$ cat config.mk
export PLATFORM = sky130hd
export DESIGN_NAME = vec3_normalize_seq
export DESIGN_NICKNAME = d
export VERILOG_FILES = /design/src/rtl/vec3_normalize_seq.sv
export SDC_FILE = /design/constraint.sdc
export NUM_CORES = 1
export LEC_CHECK = 0
export CAP_MARGIN = 40
export CORE_UTILIZATION = 50
export DETAILED_ROUTE_END_ITERATION = 16
export GPL_TIMING_DRIVEN = 0
export HOLD_SLACK_MARGIN = 0.15
export PLACE_DENSITY = 0.69
export SETUP_SLACK_MARGIN = 0.4
export SLEW_MARGIN = 40
export SYNTH_ARGS = -nofsm -noshare
export SYNTH_HDL_FRONTEND = slang
export SYNTH_SLANG_ARGS = --single-unit
$ cat constraint.sdc
create_clock -name clk -period 18.8 [get_ports clk]
set_clock_uncertainty 0.1 [all_clocks]
set_input_delay 3.76 -clock clk [delete_from_list [all_inputs] [get_ports clk]]
set_output_delay 3.76 -clock clk [all_outputs]
set_load 0.1 [all_outputs]
$ cat src/rtl/vec3_normalize_seq.sv
// Multi-cycle Q8.4 3D vector normalizer: shared squarer, bit-serial isqrt, restoring divider.
// Optional build macro VEC3_NORM_ROUND_EN selects round-half-up quotients (default truncates).
module vec3_normalize_seq #(
    parameter int WIDTH = 12
) (
    input  logic                    clk,
    input  logic                    rst,
    input  logic                    in_valid,
    output logic                    in_ready,
    input  logic signed [WIDTH-1:0] in_x,
    input  logic signed [WIDTH-1:0] in_y,
    input  logic signed [WIDTH-1:0] in_z,
    output logic                    out_valid,
    input  logic                    out_ready,
    output logic signed [WIDTH-1:0] out_x,
    output logic signed [WIDTH-1:0] out_y,
    output logic signed [WIDTH-1:0] out_z,
    output logic        [WIDTH-1:0] out_len,
    output logic                    out_zero
);

    localparam int FRAC  = 4;
    localparam int Q_W   = FRAC + 1;
    localparam int ACC_W = 2 * WIDTH + 1;
    localparam int DVD_W = WIDTH + FRAC;
    localparam int SQR_W = WIDTH + 2;
    localparam int DIV_W = WIDTH + 1;

    typedef enum logic [2:0] {IDLE, SQ, SQRT, DIV, DONE} state_t;

    function automatic logic [WIDTH-1:0] magnitude(input logic signed [WIDTH-1:0] v);
        return v[WIDTH-1] ? WIDTH'(-v) : WIDTH'(v);
    endfunction

    function automatic logic signed [WIDTH-1:0] apply_sign(input logic neg,
                                                           input logic [Q_W-1:0] quo);
        logic signed [WIDTH-1:0] v;
        v = signed'({{(WIDTH-Q_W){1'b0}}, quo});
        return neg ? -v : v;
    endfunction

`ifdef VEC3_NORM_ROUND_EN
    function automatic logic [DVD_W-1:0] round_bias(input logic [WIDTH-2:0] half_len);
        return {{(FRAC+1){1'b0}}, half_len};
    endfunction
`endif

    state_t                  state;
    logic [4:0]              cnt;
    logic [1:0]              comp;
    logic                    neg_x, neg_y, neg_z;
    logic [WIDTH-1:0]        mag_x, mag_y, mag_z;
    logic [ACC_W-1:0]        acc;
    logic [2*WIDTH-1:0]      sq_src;
    logic [WIDTH-1:0]        sq_rem;
    logic [WIDTH-1:0]        root;
    logic [WIDTH-1:0]        dv_rem;
    logic [Q_W-2:0]          q;
    logic signed [WIDTH-1:0] res_x, res_y;

    logic                    neg_sel;
    logic [WIDTH-1:0]        mul_a;
    logic [2*WIDTH-1:0]      prod;
    logic [ACC_W-1:0]        sum_next;
    logic [SQR_W-1:0]        sq_sh, sq_trial;
    logic                    sq_ge;
    logic [DVD_W-1:0]        bias, dividend;
    logic [WIDTH-1:0]        dv_base;
    logic [DIV_W-1:0]        dv_sh;
    logic                    dv_ge;
    logic [Q_W-2:0]          q_base;
    logic [Q_W-1:0]          q_next;

    // comp selects the component for both the squarer and the divider
    always_comb begin
        mul_a   = mag_x;
        neg_sel = neg_x;
        case (comp)
            2'd1:    begin mul_a = mag_y; neg_sel = neg_y; end
            2'd2:    begin mul_a = mag_z; neg_sel = neg_z; end
            default: begin mul_a = mag_x; neg_sel = neg_x; end
        endcase
    end

`ifdef VEC3_NORM_ROUND_EN
    assign bias = round_bias(root[WIDTH-1:1]);
`else
    assign bias = '0;
`endif

    assign prod     = {{WIDTH{1'b0}}, mul_a} * {{WIDTH{1'b0}}, mul_a};
    assign sum_next = acc + {1'b0, prod};

    assign sq_sh    = {sq_rem, sq_src[2*WIDTH-1 -: 2]};
    assign sq_trial = {root, 2'b01};
    assign sq_ge    = (sq_sh >= sq_trial);

    // Upper dividend bits preload the remainder; the low Q_W bits feed one per step
    assign dividend = {mul_a, {FRAC{1'b0}}} + bias;
    assign dv_base  = (cnt == '0) ? {1'b0, dividend[DVD_W-1:Q_W]} : dv_rem;
    assign dv_sh    = {dv_base, dividend[4'(Q_W-1) - cnt[3:0]]};
    assign dv_ge    = (dv_sh >= {1'b0, root});
    assign q_base   = (cnt == '0) ? '0 : q;
    assign q_next   = {q_base, dv_ge};

    always_ff @(posedge clk) begin
        if (rst) begin
            state     <= IDLE;
            in_ready  <= 1'b1;
            out_valid <= 1'b0;
            out_x     <= '0;
            out_y     <= '0;
            out_z     <= '0;
            out_len   <= '0;
            out_zero  <= 1'b0;
            cnt       <= '0;
            comp      <= '0;
        end else begin
            case (state)
                IDLE: begin
                    if (in_valid) begin
                        neg_x    <= in_x[WIDTH-1];
                        neg_y    <= in_y[WIDTH-1];
                        neg_z    <= in_z[WIDTH-1];
                        mag_x    <= magnitude(in_x);
                        mag_y    <= magnitude(in_y);
                        mag_z    <= magnitude(in_z);
                        acc      <= '0;
                        comp     <= '0;
                        in_ready <= 1'b0;
                        state    <= SQ;
                    end
                end
                SQ: begin
                    acc <= sum_next;
                    if (comp == 2'd2) begin
                        if (sum_next == '0) begin
                            out_x     <= '0;
                            out_y     <= '0;
                            out_z     <= '0;
                            out_len   <= '0;
                            out_zero  <= 1'b1;
                            out_valid <= 1'b1;
                            state     <= DONE;
                        end else begin
                            sq_src <= sum_next[2*WIDTH-1:0];
                            sq_rem <= '0;
                            root   <= '0;
                            cnt    <= '0;
                            state  <= SQRT;
                        end
                    end else begin
                        comp <= comp + 2'd1;
                    end
                end
                SQRT: begin
                    sq_rem <= sq_ge ? WIDTH'(sq_sh - sq_trial) : sq_sh[WIDTH-1:0];
                    root   <= {root[WIDTH-2:0], sq_ge};
                    sq_src <= sq_src << 2;
                    if (cnt == 5'(WIDTH-1)) begin
                        cnt   <= '0;
                        comp  <= '0;
                        state <= DIV;
                    end else begin
                        cnt <= cnt + 5'd1;
                    end
                end
                DIV: begin
                    dv_rem <= dv_ge ? WIDTH'(dv_sh - {1'b0, root}) : dv_sh[WIDTH-1:0];
                    q      <= q_next[Q_W-2:0];
                    if (cnt == 5'(Q_W-1)) begin
                        cnt  <= '0;
                        comp <= comp + 2'd1;
                        case (comp)
                            2'd0: res_x <= apply_sign(neg_sel, q_next);
                            2'd1: res_y <= apply_sign(neg_sel, q_next);
                            default: begin
                                out_x     <= res_x;
                                out_y     <= res_y;
                                out_z     <= apply_sign(neg_sel, q_next);
                                out_len   <= root;
                                out_zero  <= 1'b0;
                                out_valid <= 1'b1;
                                state     <= DONE;
                            end
                        endcase
                    end else begin
                        cnt <= cnt + 5'd1;
                    end
                end
                DONE: begin
                    if (out_ready) begin
                        out_valid <= 1'b0;
                        in_ready  <= 1'b1;
                        state     <= IDLE;
                    end
                end
                default: begin
                    state    <= IDLE;
                    in_ready <= 1'b1;
                end
            endcase
        end
    end

endmodule
==> metrics.log <==
[metrics] total of buffers placed on input and output ports: 89
[metrics] unique cell type count in the Yosys netlist: 76
[metrics] cells taking the most area after synthesis: sky130_fd_sc_hd__edfxtp_1, sky130_fd_sc_hd__fa_1, sky130_fd_sc_hd__ha_1, sky130_fd_sc_hd__dfxtp_1, sky130_fd_sc_hd__inv_1
[metrics] # rows: 62
[metrics] pin count of the biggest net entering global routing: 25
[metrics] maximum clock insertion buffer count: 2
[metrics] total DRC errors in the routed layout: 0
[metrics] final clock period utilization by the worst path: 51.1%
[metrics] Final min period: 9.61 ns
[metrics] standard cell with the maximum stage delay on the critical path: sky130_fd_sc_hd__a21oi_1
[metrics] post-CTS setup buffers: 0
[metrics] GR Util All Layers: 24.2%
[metrics] wire length reported by the detailed router: 34900 µm
[metrics] TritonCTS buffer count: 17
[metrics] number of antenna diodes: 0
[metrics] top-area cell type share of the netlist area: 30.0%
[metrics] Total Negative Setup Slacks: 0 ns
[metrics] wire length of the first global-routing pass: 57200 µm
[metrics] final hold viol count: 0
[metrics] Crit path largest cell delay: 0.64 ns
[metrics] first-pass iteration count of the detailed router: 5
[metrics] master cell of the clock root buffer: sky130_fd_sc_hd__clkbuf_16
[metrics] warning count from the yosys run: 0
[metrics] post-cts hold buffer count: 0
[metrics] Tightest Pin Transition: 0.801 ns
[metrics] remaining antenna violation count: 0
[metrics] number of flops mapped to enable cells by yosys: 146
[metrics] number of clock sinks seen by CTS: 198
[metrics] run status: complete, no violations
[metrics] total of endpoints with negative setup slack in the final report: 0
[metrics] fraction of layout cells with a size suffix above 1: 8.53%
[metrics] clock slew at reported path FFs: 0.09 ns
[metrics] worst hold-check path type: flip-flop to flip-flop
[metrics] leading area contributor after synthesis: sky130_fd_sc_hd__edfxtp_1
[metrics] Crit Path Category: flip-flop to flip-flop
[metrics] total congestion overflow after global routing: 0
[metrics] H-Tree Depth: 4
[metrics] max-cap check violation count: 0
[metrics] via count normalized by instance count: 5.52
[metrics] Net Count, Synth: 1770
[metrics] data arrival time of the critical path: 9.72 ns
[metrics] Seq cells post-synth: 198
[metrics] Seq/Total Area, Yosys: 37.1%
[metrics] number of standard cells after synthesis: 1531
[metrics] post-cts repair resize count: 0
[metrics] area overhead of the layout relative to synthesis: 13.2%
[metrics] RSZ-0062 raised after global routing: no
[metrics] clock tree from TritonCTS: done
[metrics] CP required: 18.91 ns
[metrics] Setup crit end kind: flip-flop
[metrics] Die X: 173 µm
[metrics] die extent in y: 173 µm
[metrics] initial standard-cell utilization of the core: 50.9%
[metrics] combined area of the multi-input logic cells: 8080 µm²
[metrics] final-report max-slew violation count: 0
[metrics] launching element of the worst setup path: comp[0]
[metrics] final worst hold slack: 0.372 ns
[metrics] clock latency reported for the late side of the worst-skew pair: 0.46 ns
[metrics] main flop type after synthesis: sky130_fd_sc_hd__edfxtp_1
[metrics] DIE AREA: 29900 µm²
[metrics] synthesized area: 14600 µm²
[metrics] standard cell core area: 28700 µm²
[metrics] top-level port count: 91
[metrics] Detail Placement HPWL: 27500 µm
[metrics] fraction of registers with async set or reset after synthesis: 0%
[metrics] average size of a mapped cell: 9.54 µm²
[metrics] FILL cells: 2568
[metrics] register area: 5430 µm²
[metrics] FF-to-FF Start: comp[0]
[metrics] maximum frequency from static timing analysis: 104 MHz
[metrics] number of global-route vias before repair: 11174
[metrics] number of antenna violations at the first check in global routing: 1
[metrics] net total in the final layout: 1890
[metrics] remaining max-slew budget at the tightest pin: 46.1%
[metrics] startpoint of the worst hold path: out_x[1]
[metrics] average routed wire per standard cell: 17.0 µm
[metrics] detailed router's first-iteration violation count: 728
[metrics] via count: 11305
[metrics] library cell with the highest instance count after synthesis: sky130_fd_sc_hd__inv_1
[metrics] Critical Path Fanout Max: 21
[metrics] ranking of synthesized cells by instance count: sky130_fd_sc_hd__inv_1, sky130_fd_sc_hd__nand2_1, sky130_fd_sc_hd__edfxtp_1
[metrics] category of the worst setup path launch point: flip-flop
[metrics] Final GP Congestion: 0.888
[stage by stage]
stage / util (%) / cell area (µm²) / worst slack [ns] / std cells
after floorplan: - / 14600 / 9.82 / 1531
after global placement: 55.7 / 16000 / 6.88 / 2004
after detailed placement: 55.3 / 15900 / 9.39 / 2016
after CTS: 57.6 / 16500 / 9.33 / 2048
after global routing: 57.6 / 16500 / 8.70 / 2048
final: 57.6 / 16500 / 9.19 / 2048
[flip-flops by register name, summed over array words and instances (netlist names), 5 cells and up]
| register | cells |
|---|---|
| out_z | 9 |
| mag_x | 12 |
| out_y | 9 |
| out_len | 12 |
| dv_rem | 12 |
| res_y | 9 |
| root | 12 |
| mag_y | 12 |
| res_x | 9 |
| mag_z | 12 |
| sq_rem | 12 |
| out_x | 9 |
| acc | 25 |
| cnt | 5 |
| sq_src | 24 |
[critical path, delay by kind of cell, from the launching register on]
family	cells	cell delay (ns)
fa+ha+maj	7	3.16
compound gates	7	2.35
buf+inv	10	1.76
simple gates	5	1.53
flops	1	0.40
[cell families after synthesis]
family	share of synthesized area, %
simple gates	13.2
compound gates	13.6
buf+inv	7.96
fa+ha+maj	22.3
flops	37.1
xor+xnor	4.32
mux	1.52
[final cells by class]
class	instances	share of cell area [%]
buffer	70	1.99
multi-input combinational	1041	48.8
inverter	222	5.04
sequential	198	32.8
clock inverter	15	1.30
tap	384	2.91
clock buffer	17	2.57
timing repair buffer	101	4.54
[cells in the final DEF (no fill, tap or decap), drive strengths merged, types with 18 or more instances in the layout]
master / netlist / routed
inv: 215 / 226
nor2: 132 / 132
a21oi: 96 / 96
clkdlybuf4s50: 0 / 38
buf: 18 / 81
fa: 102 / 102
nand2: 181 / 181
edfxtp: 146 / 146
dfxtp: 52 / 52
xnor2: 55 / 55
a21o: 18 / 18
o21ai: 114 / 114
nor3: 18 / 18
clkbuf: 52 / 69
ha: 97 / 97
[routing by layer]
metal	part of all wire [%]	track usage, %	vias to the layer above
li1	-	-	5421
met1	44	32.1	5523
met2	48	40.6	304
met3	5.2	3.54	57
met4	2.3	8.33	0
met5	0	0	-
[worst paths after layout]
| check | end | slack (ns) | depth (start not counted) |
|---|---|---|---|
| max reg2reg | sq_src[16] | 9.19 | 29 |
| min reg2reg | out_x[1] | 0.37 | 2 |
| min | out_x[1] | 0.37 | 2 |
| max | sq_src[16] | 9.19 | 29 |
Power is left out: the tool's default activity adds up to more than one toggle a clock period on the data nets, which glitch-free logic cannot reach.
